$ cat src/rtl/drm_metering_event_gen.sv
// Purpose: qualifies the Activator code into ip_enable and drains counted usage as metering events.
// Latency: ip_enable 1 cycle after code_ok; first event valid 2 cycles after the first usage pulse.
// Backpressure: metering_event holds until event_accepted; usage accumulates (saturating) meanwhile.
module drm_metering_event_gen #(
    parameter int                        CNT_WIDTH         = 16,
    parameter int                        ACT_CODE_WIDTH    = 128,
    parameter logic [ACT_CODE_WIDTH-1:0] ACT_CODE_MASK     = '1,
    parameter logic [ACT_CODE_WIDTH-1:0] ACT_CODE_EXPECTED = '0
) (
    input  logic                      ip_core_aclk,
    input  logic                      ip_core_rst,
    input  logic                      activation_code_ready,
    input  logic [ACT_CODE_WIDTH-1:0] activation_code,
    input  logic                      usage_evt,
    output logic                      metering_event,
    input  logic                      event_accepted,
    output logic                      ip_enable,
    output logic [CNT_WIDTH-1:0]      pending_cnt,
    output logic                      overflow
);

    typedef enum logic [1:0] {
        LOCKED = 2'd0,
        IDLE   = 2'd1,
        REQ    = 2'd2
    } state_t;

    localparam logic [CNT_WIDTH-1:0] CNT_ONE = {{(CNT_WIDTH-1){1'b0}}, 1'b1};

    state_t               state_q;
    state_t               state_d;
    logic                 code_ok;
    logic                 inc;
    logic                 dec;
    logic                 ovf_set;
    logic [CNT_WIDTH-1:0] pending_d;

    // The ready gate keeps an undriven code bus from leaking into the compare.
    assign code_ok        = activation_code_ready &
                            ((activation_code & ACT_CODE_MASK) == ACT_CODE_EXPECTED);
    assign metering_event = (state_q == REQ);
    assign inc            = usage_evt & ip_enable;
    assign dec            = metering_event & event_accepted;

    always_comb begin
        pending_d = pending_cnt;
        ovf_set   = 1'b0;
        case ({inc, dec})
            2'b10: begin
                if (&pending_cnt) begin
                    ovf_set = 1'b1;
                end else begin
                    pending_d = pending_cnt + CNT_ONE;
                end
            end
            2'b01:   pending_d = pending_cnt - CNT_ONE;
            default: pending_d = pending_cnt;
        endcase
    end

    always_comb begin
        state_d = state_q;
        case (state_q)
            LOCKED: begin
                if (code_ok) begin
                    state_d = IDLE;
                end
            end
            IDLE: begin
                if (!code_ok) begin
                    state_d = LOCKED;
                end else if (pending_cnt != '0) begin
                    state_d = REQ;
                end
            end
            REQ: begin
                // A raised request is never retracted; losing the code only matters after the transfer.
                if (dec) begin
                    if (!code_ok) begin
                        state_d = LOCKED;
                    end else if (pending_d != '0) begin
                        state_d = REQ;
                    end else begin
                        state_d = IDLE;
                    end
                end
            end
            default: state_d = LOCKED;
        endcase
    end

    always_ff @(posedge ip_core_aclk) begin
        if (ip_core_rst) begin
            state_q     <= LOCKED;
            ip_enable   <= 1'b0;
            pending_cnt <= '0;
            overflow    <= 1'b0;
        end else begin
            state_q     <= state_d;
            ip_enable   <= code_ok;
            pending_cnt <= pending_d;
            if (ovf_set) begin
                overflow <= 1'b1;
            end
        end
    end

endmodule

$ cat config.mk
export PLATFORM = sky130hd
export DESIGN_NAME = drm_metering_event_gen
export DESIGN_NICKNAME = d
export VERILOG_FILES = /design/src/rtl/drm_metering_event_gen.sv
export SDC_FILE = /design/constraint.sdc
export NUM_CORES = 1
export LEC_CHECK = 0
export CAP_MARGIN = 40
export CORE_MARGIN = 2
export CORE_UTILIZATION = 38
export DETAILED_ROUTE_END_ITERATION = 10
export HOLD_SLACK_MARGIN = 0.05
export MAX_ROUTING_LAYER = met4
export PLACE_DENSITY = 0.89
export SKIP_CTS_REPAIR_TIMING = 1
export SYNTH_ARGS = -nofsm -noshare
export SYNTH_HDL_FRONTEND = slang
export SYNTH_SLANG_ARGS = --single-unit
$ cat constraint.sdc
create_clock -name ip_core_aclk -period 4.4 [get_ports ip_core_aclk]
set_clock_uncertainty 0.2 [all_clocks]
set_input_delay 0.88 -clock ip_core_aclk [delete_from_list [all_inputs] [get_ports ip_core_aclk]]
set_output_delay 0.88 -clock ip_core_aclk [all_outputs]
set_load 0.01 [all_outputs]
* Yosys cells after proc, flatten, opt, wreduce, memory -nomap -nowiden
Index checks and enable logic that the tools add are counted.
** Storage, ports and cells
- Input port bits :: 133
- Bits in registers :: 20
- Bits in latches :: 0
- Output and inout port bits :: 19
- Logic and storage cells :: 33
- Memory bits (read-only) :: 0
- Bits in writable memories :: 0
- Memories kept :: 0
** Operators by class
- Shift operators :: 0
- Order comparisons :: 0
- Divide/modulo/power cells :: 0
- Bitwise logic cells :: 3
- Equal/unequal tests :: 7
- Multipliers :: 0
- Add/subtract/negate cells :: 2
- Mux-type cells :: 11
- Reduce and logical (&&, ||, !) cells :: 6
** Operators with widths (count)
- 128-bit logical NOT :: 1
- 16-bit one-hot mux with 2 select lines :: 1
- 16-bit nonzero test :: 2
- 16-bit by 1-bit adder with 16-bit output (second input constant) :: 1
- 16-bit 2-to-1 mux :: 1
- 16-bit AND reduction :: 1
- 16-bit by 1-bit subtractor with 16-bit output (second input constant) :: 1
- 2-bit 2-to-1 mux :: 6
- 2-bit one-hot mux with 3 select lines :: 1
- 2-bit by 1-bit equality test with 1-bit output (second input constant) :: 2
- 2-bit equality test (second input constant) :: 2
- 1-bit bitwise AND :: 3
- 3-bit inequality test (second input constant) :: 1
- 3-bit AND reduction :: 1
- 2-bit logical NOT :: 1
- 1-bit 2-to-1 mux :: 2
- 2-bit by 1-bit inequality test with 1-bit output (second input constant) :: 1
- 2-bit inequality test (second input constant) :: 1

* Longest topological paths before layout
- Depth in word-level cells :: 9
- Gate-level depth with buffers :: 14
- Gate-level depth less buffers :: 13

* Least setup slack after synthesis
No wires, ideal clock.
- Path kind :: in2reg
- Start :: input port event_accepted
- End :: register state_q[1]
- Buffers on the path :: 2
- Data arrival time :: 2774 ps
- Path slack :: 1301 ps
- Stages :: 10
- Data required time :: 4075 ps
- Setup time :: 125 ps
- Cells stage by stage :: and2_1 ha_1 clkbuf_1 clkbuf_1 nor2_1 a22oi_2 nand3_1 or3_1 nor3_1 o41ai_2
** On the way
- Word-level cells in the longest chain between the ends :: 8
- Elaborated cells between the ends (all ways) :: 11
** Ends and longest elaborated chain
- from (decl) :: RTL line 16 : input logic event_accepted,
- 1-bit bitwise AND * :: RTL line 43 : assign dec = metering_event & event_accepted;
- 2-bit by 1-bit equality test with 1-bit output / 2-bit equality test (equally long branches) :: RTL line 48 : case ({inc, dec})
- 16-bit one-hot mux with 2 select lines :: RTL line 48
- 16-bit nonzero test :: RTL line 81 : end else if (pending_d != '0) begin
- 2-bit 2-to-1 mux :: RTL line 81
- 2-bit 2-to-1 mux :: RTL line 79 : if (!code_ok) begin
- 2-bit 2-to-1 mux :: RTL line 78 : if (dec) begin
- 2-bit one-hot mux with 3 select lines :: RTL line 63 : case (state_q)
- to (signal assigned) :: RTL line 99 : state_q <= state_d;
- to (decl) :: RTL line 30 : state_t state_q;
Mark *: on every way between the ends. The rest lies on a longest branch, timed or not. The select of a mux whose other input is x is not followed.
A chain may end at the register's enable or synchronous reset.

* Final worst setup path
Ends and elaborated chain as after synthesis.

==> results.sh <==
export IMPL_num_nets_final=568
export IMPL_synth_common_cells="nor4_1, nor2_1, dfxtp_1, a21oi_1, nand2_1"
export IMPL_grt_max_degree=19
export IMPL_cts_root_buffer="clkbuf_8"
export IMPL_max_stage_delay_ns=0.56
export IMPL_synth_nets=426
export IMPL_p_per_area_nw_per_um2=138.6
export IMPL_drt_total_wl_um=9418
export IMPL_routedWlPerCell_um=18.87
export IMPL_rsz0062_at_grt="false"
export IMPL_syn_area_sq_um=2082
export IMPL_numCtsBuffers=3
export IMPL_cts_tree="done"
export IMPL_drive_gt1_share_pct=5.594
export IMPL_htreeDepth=1
export IMPL_relSlewSlack_pct=57.65
export IMPL_die_y_um=78.02
export IMPL_fin_crit_ns=3.871
export IMPL_cp_num_buf_inv=1
export IMPL_fin_ws_ns=0.5286
export IMPL_setup_viol=0
export IMPL_grt_overflow=0
export IMPL_crit_path_cell_trace="clkdlybuf4s50_1, and2_1, ha_1, nor2b_1, nand2_1, or3_1, a31oi_1, and4b_1, nand4_1, nor3_1, o41ai_2"
export IMPL_synth_edf_count=0
export IMPL_clockPowerShare_pct=38.4
export IMPL_rows=26
export IMPL_power_leakage_nw=1.263
export IMPL_critPathSlowestCell="nor2b_1"
export IMPL_fmax_mhz=258.3
export IMPL_dp_hpwl_um=7718
export IMPL_timing_final_crit_share_pct=87.99
export IMPL_tns_ns=0
export IMPL_path_class="primary input to register"
export IMPL_min_to="overflow"
export IMPL_end_kind="register"
export IMPL_vias=3064
export IMPL_p_sw_mw=0.09833
export IMPL_clock_sinks=20
export IMPL_area_growth_pct=75.84
export IMPL_fillers=415
export IMPL_required_ns=4.39
export IMPL_reg2reg_depth=9
export IMPL_comb_power_share_pct=26.0
export IMPL_postSynthAreaPerCell_sq_um=7.229
export IMPL_finalHoldViolCount=0
export IMPL_dr_pass1_iters=5
export IMPL_ys_warn_count=0
export IMPL_maxCapViolations=0
export IMPL_r2r_start="pending_cnt[0]"
export IMPL_tightest_slew_ns=0.6304
export IMPL_syn_inst=288
export IMPL_place_ws_ns=0.2939
export IMPL_place_gp_congestion=0.9493
export IMPL_synth_most_common_cell="nor4_1"
export IMPL_cpLargestDelayFamily="simple AND/OR/NAND/NOR gates"
export IMPL_place_area_sq_um=3590
export IMPL_synth_area_top_cells="dfxtp_1, nor4_1, nor2_1"
export IMPL_drt_iter0_markers=379
export IMPL_clockBufferDepth=2
export IMPL_die_x_um=78.02
export IMPL_die_area_sq_um=6087
export IMPL_core_sq_um=5205
export IMPL_hold_path_class="register to register"
export IMPL_utilization_pct=70.34
export IMPL_yosys_most_used_dff="dfxtp_1"
export IMPL_yosysTopAreaCell="dfxtp_1"
export IMPL_p_sw_share_pct=19.38
export IMPL_p_int_mw=0.4091
export IMPL_report_final_slew_viol_count=0
export IMPL_start_util_pct=40.00
export IMPL_hold_depth=2
export IMPL_drc_errors=0
export IMPL_timing_critical_path_from_type="primary input"
export IMPL_antenna_cells=0
export IMPL_ant_nets=0
export IMPL_share_seq_of_total_power_pct=35.6
export IMPL_clk_latency_ns=0.27
export IMPL_ir_worst_vdd_mv=0.1407
export IMPL_viasPerCell=6.140
export IMPL_grtUsageTotal_pct=31.33
export IMPL_portBuffers=151
export IMPL_final_cell_area_sq_um=3661
export IMPL_reg2reg_to="state_q[0]"
export IMPL_synth_top_area_share_pct=19.23
export IMPL_antenna_found_initial=0
export IMPL_ios=152
export IMPL_yosysSeqAreaShare_pct=19.23
export IMPL_grt_pass1_vias=3004
export IMPL_worstPathArrival_ns=3.86
export IMPL_synthArstFlopShare_pct=0
export IMPL_synth_seq_cells=20
export IMPL_ys_types=64
export IMPL_min_from="overflow"
export IMPL_cp_max_fo=13
export IMPL_status="finished clean"
export IMPL_clk_pin_slew_worst_paths_ns=0.09
export IMPL_reg2reg_setup_slack_ns=0.91
export IMPL_grt_pass1_wl_um=14820
[cell type report]
type,instances,area (sq um),area share [%]
inverter,10,37.54,1.025
timing repair buffer,157,1556,42.52
clock buffer,3,41.29,1.128
sequential,20,400.4,10.94
clock inverter,1,30.03,0.8202
tap,70,87.58,2.392
multi-input combinational,238,1508,41.18
[worst min-delay path, delay by kind of cell (launching register included)]
family / cells / cell delay [ns]
and+or+nand+nor: 1 / 0.07
DFF: 1 / 0.36
AOI/OAI and AO/OA: 1 / 0.05
[per-layer routing]
layer | vias up | track usage [%] | routed length [um] | share of wire [%]
li1 | 1412 | - | - | -
met1 | 1391 | 35.68 | 3568 | 38
met2 | 227 | 55.09 | 4771 | 51
met3 | 34 | 5.057 | 717 | 7.6
met4 | 0 | 12.28 | 361 | 3.8
met5 | - | - | 0 | 0
[cell families (layout without fill, tap and decap cells)]
family / after synthesis / after routing / synth area share [%]
AO/OA/AOI/OAI: 64 / 64 / 21.63
XOR/XNOR: 1 / 1 / 0.4207
adder cells (fa/ha/maj): 5 / 5 / 3.005
buffers and inverters: 30 / 171 / 8.353
flip-flops: 20 / 20 / 19.23
multiplexers: 4 / 4 / 1.983
AND/OR/NAND/NOR: 164 / 164 / 45.37
[worst max path at each step]
stage	slack, ns	cells after the start	endpoint	start
2_1_floorplan	1.30	10	state_q[1]	event_accepted
4_1_cts	0.59	11	state_q[1]	event_accepted
3_3_place_gp	0.47	11	state_q[1]	event_accepted
6_report	0.53	11	state_q[1]	event_accepted
3_5_place_dp	0.29	11	state_q[1]	event_accepted
5_1_grt	0.44	11	state_q[1]	event_accepted
[registers in the layout, summed over array words and instances (netlist names)]
register / count
ip_enable: 1
state_q: 2
pending_cnt: 16
overflow: 1
[power by group through the flow]
stage          Sequential [mW]  Clock [mW]  Combinational, mW
6_report                 0.181       0.195              0.132
5_1_grt                  0.181       0.202              0.139
4_1_cts                  0.181       0.195              0.132
3_5_place_dp             0.185           0              0.132
3_3_place_gp             0.185           0              0.129
2_1_floorplan            0.185           0            0.00875
[through the flow]
step	power, mW	instances	hold slack [ns]
6_report	0.5074	499	0.3070
4_1_cts	0.5079	499	0.3044
3_3_place_gp	0.3137	495	0.2618
3_5_place_dp	0.3166	495	0.2800
5_1_grt	0.5225	499	0.3364
2_1_floorplan	0.1938	288	0.2750
[cell usage in the layout, fill, tap and decap left out, drive strengths merged, types with 4 or more instances in the layout]
master,count
clkdlybuf4s50,151
and2,4
a21oi,19
inv,9
nor2b,5
dfxtp,20
nand2,19
and4,6
nor4,37
nand4,15
nand3,12
nor2,33
buf,6
o21ai,9
ha,5
nor3,12
a31oi,7
(Power assumes the default switching activity.)
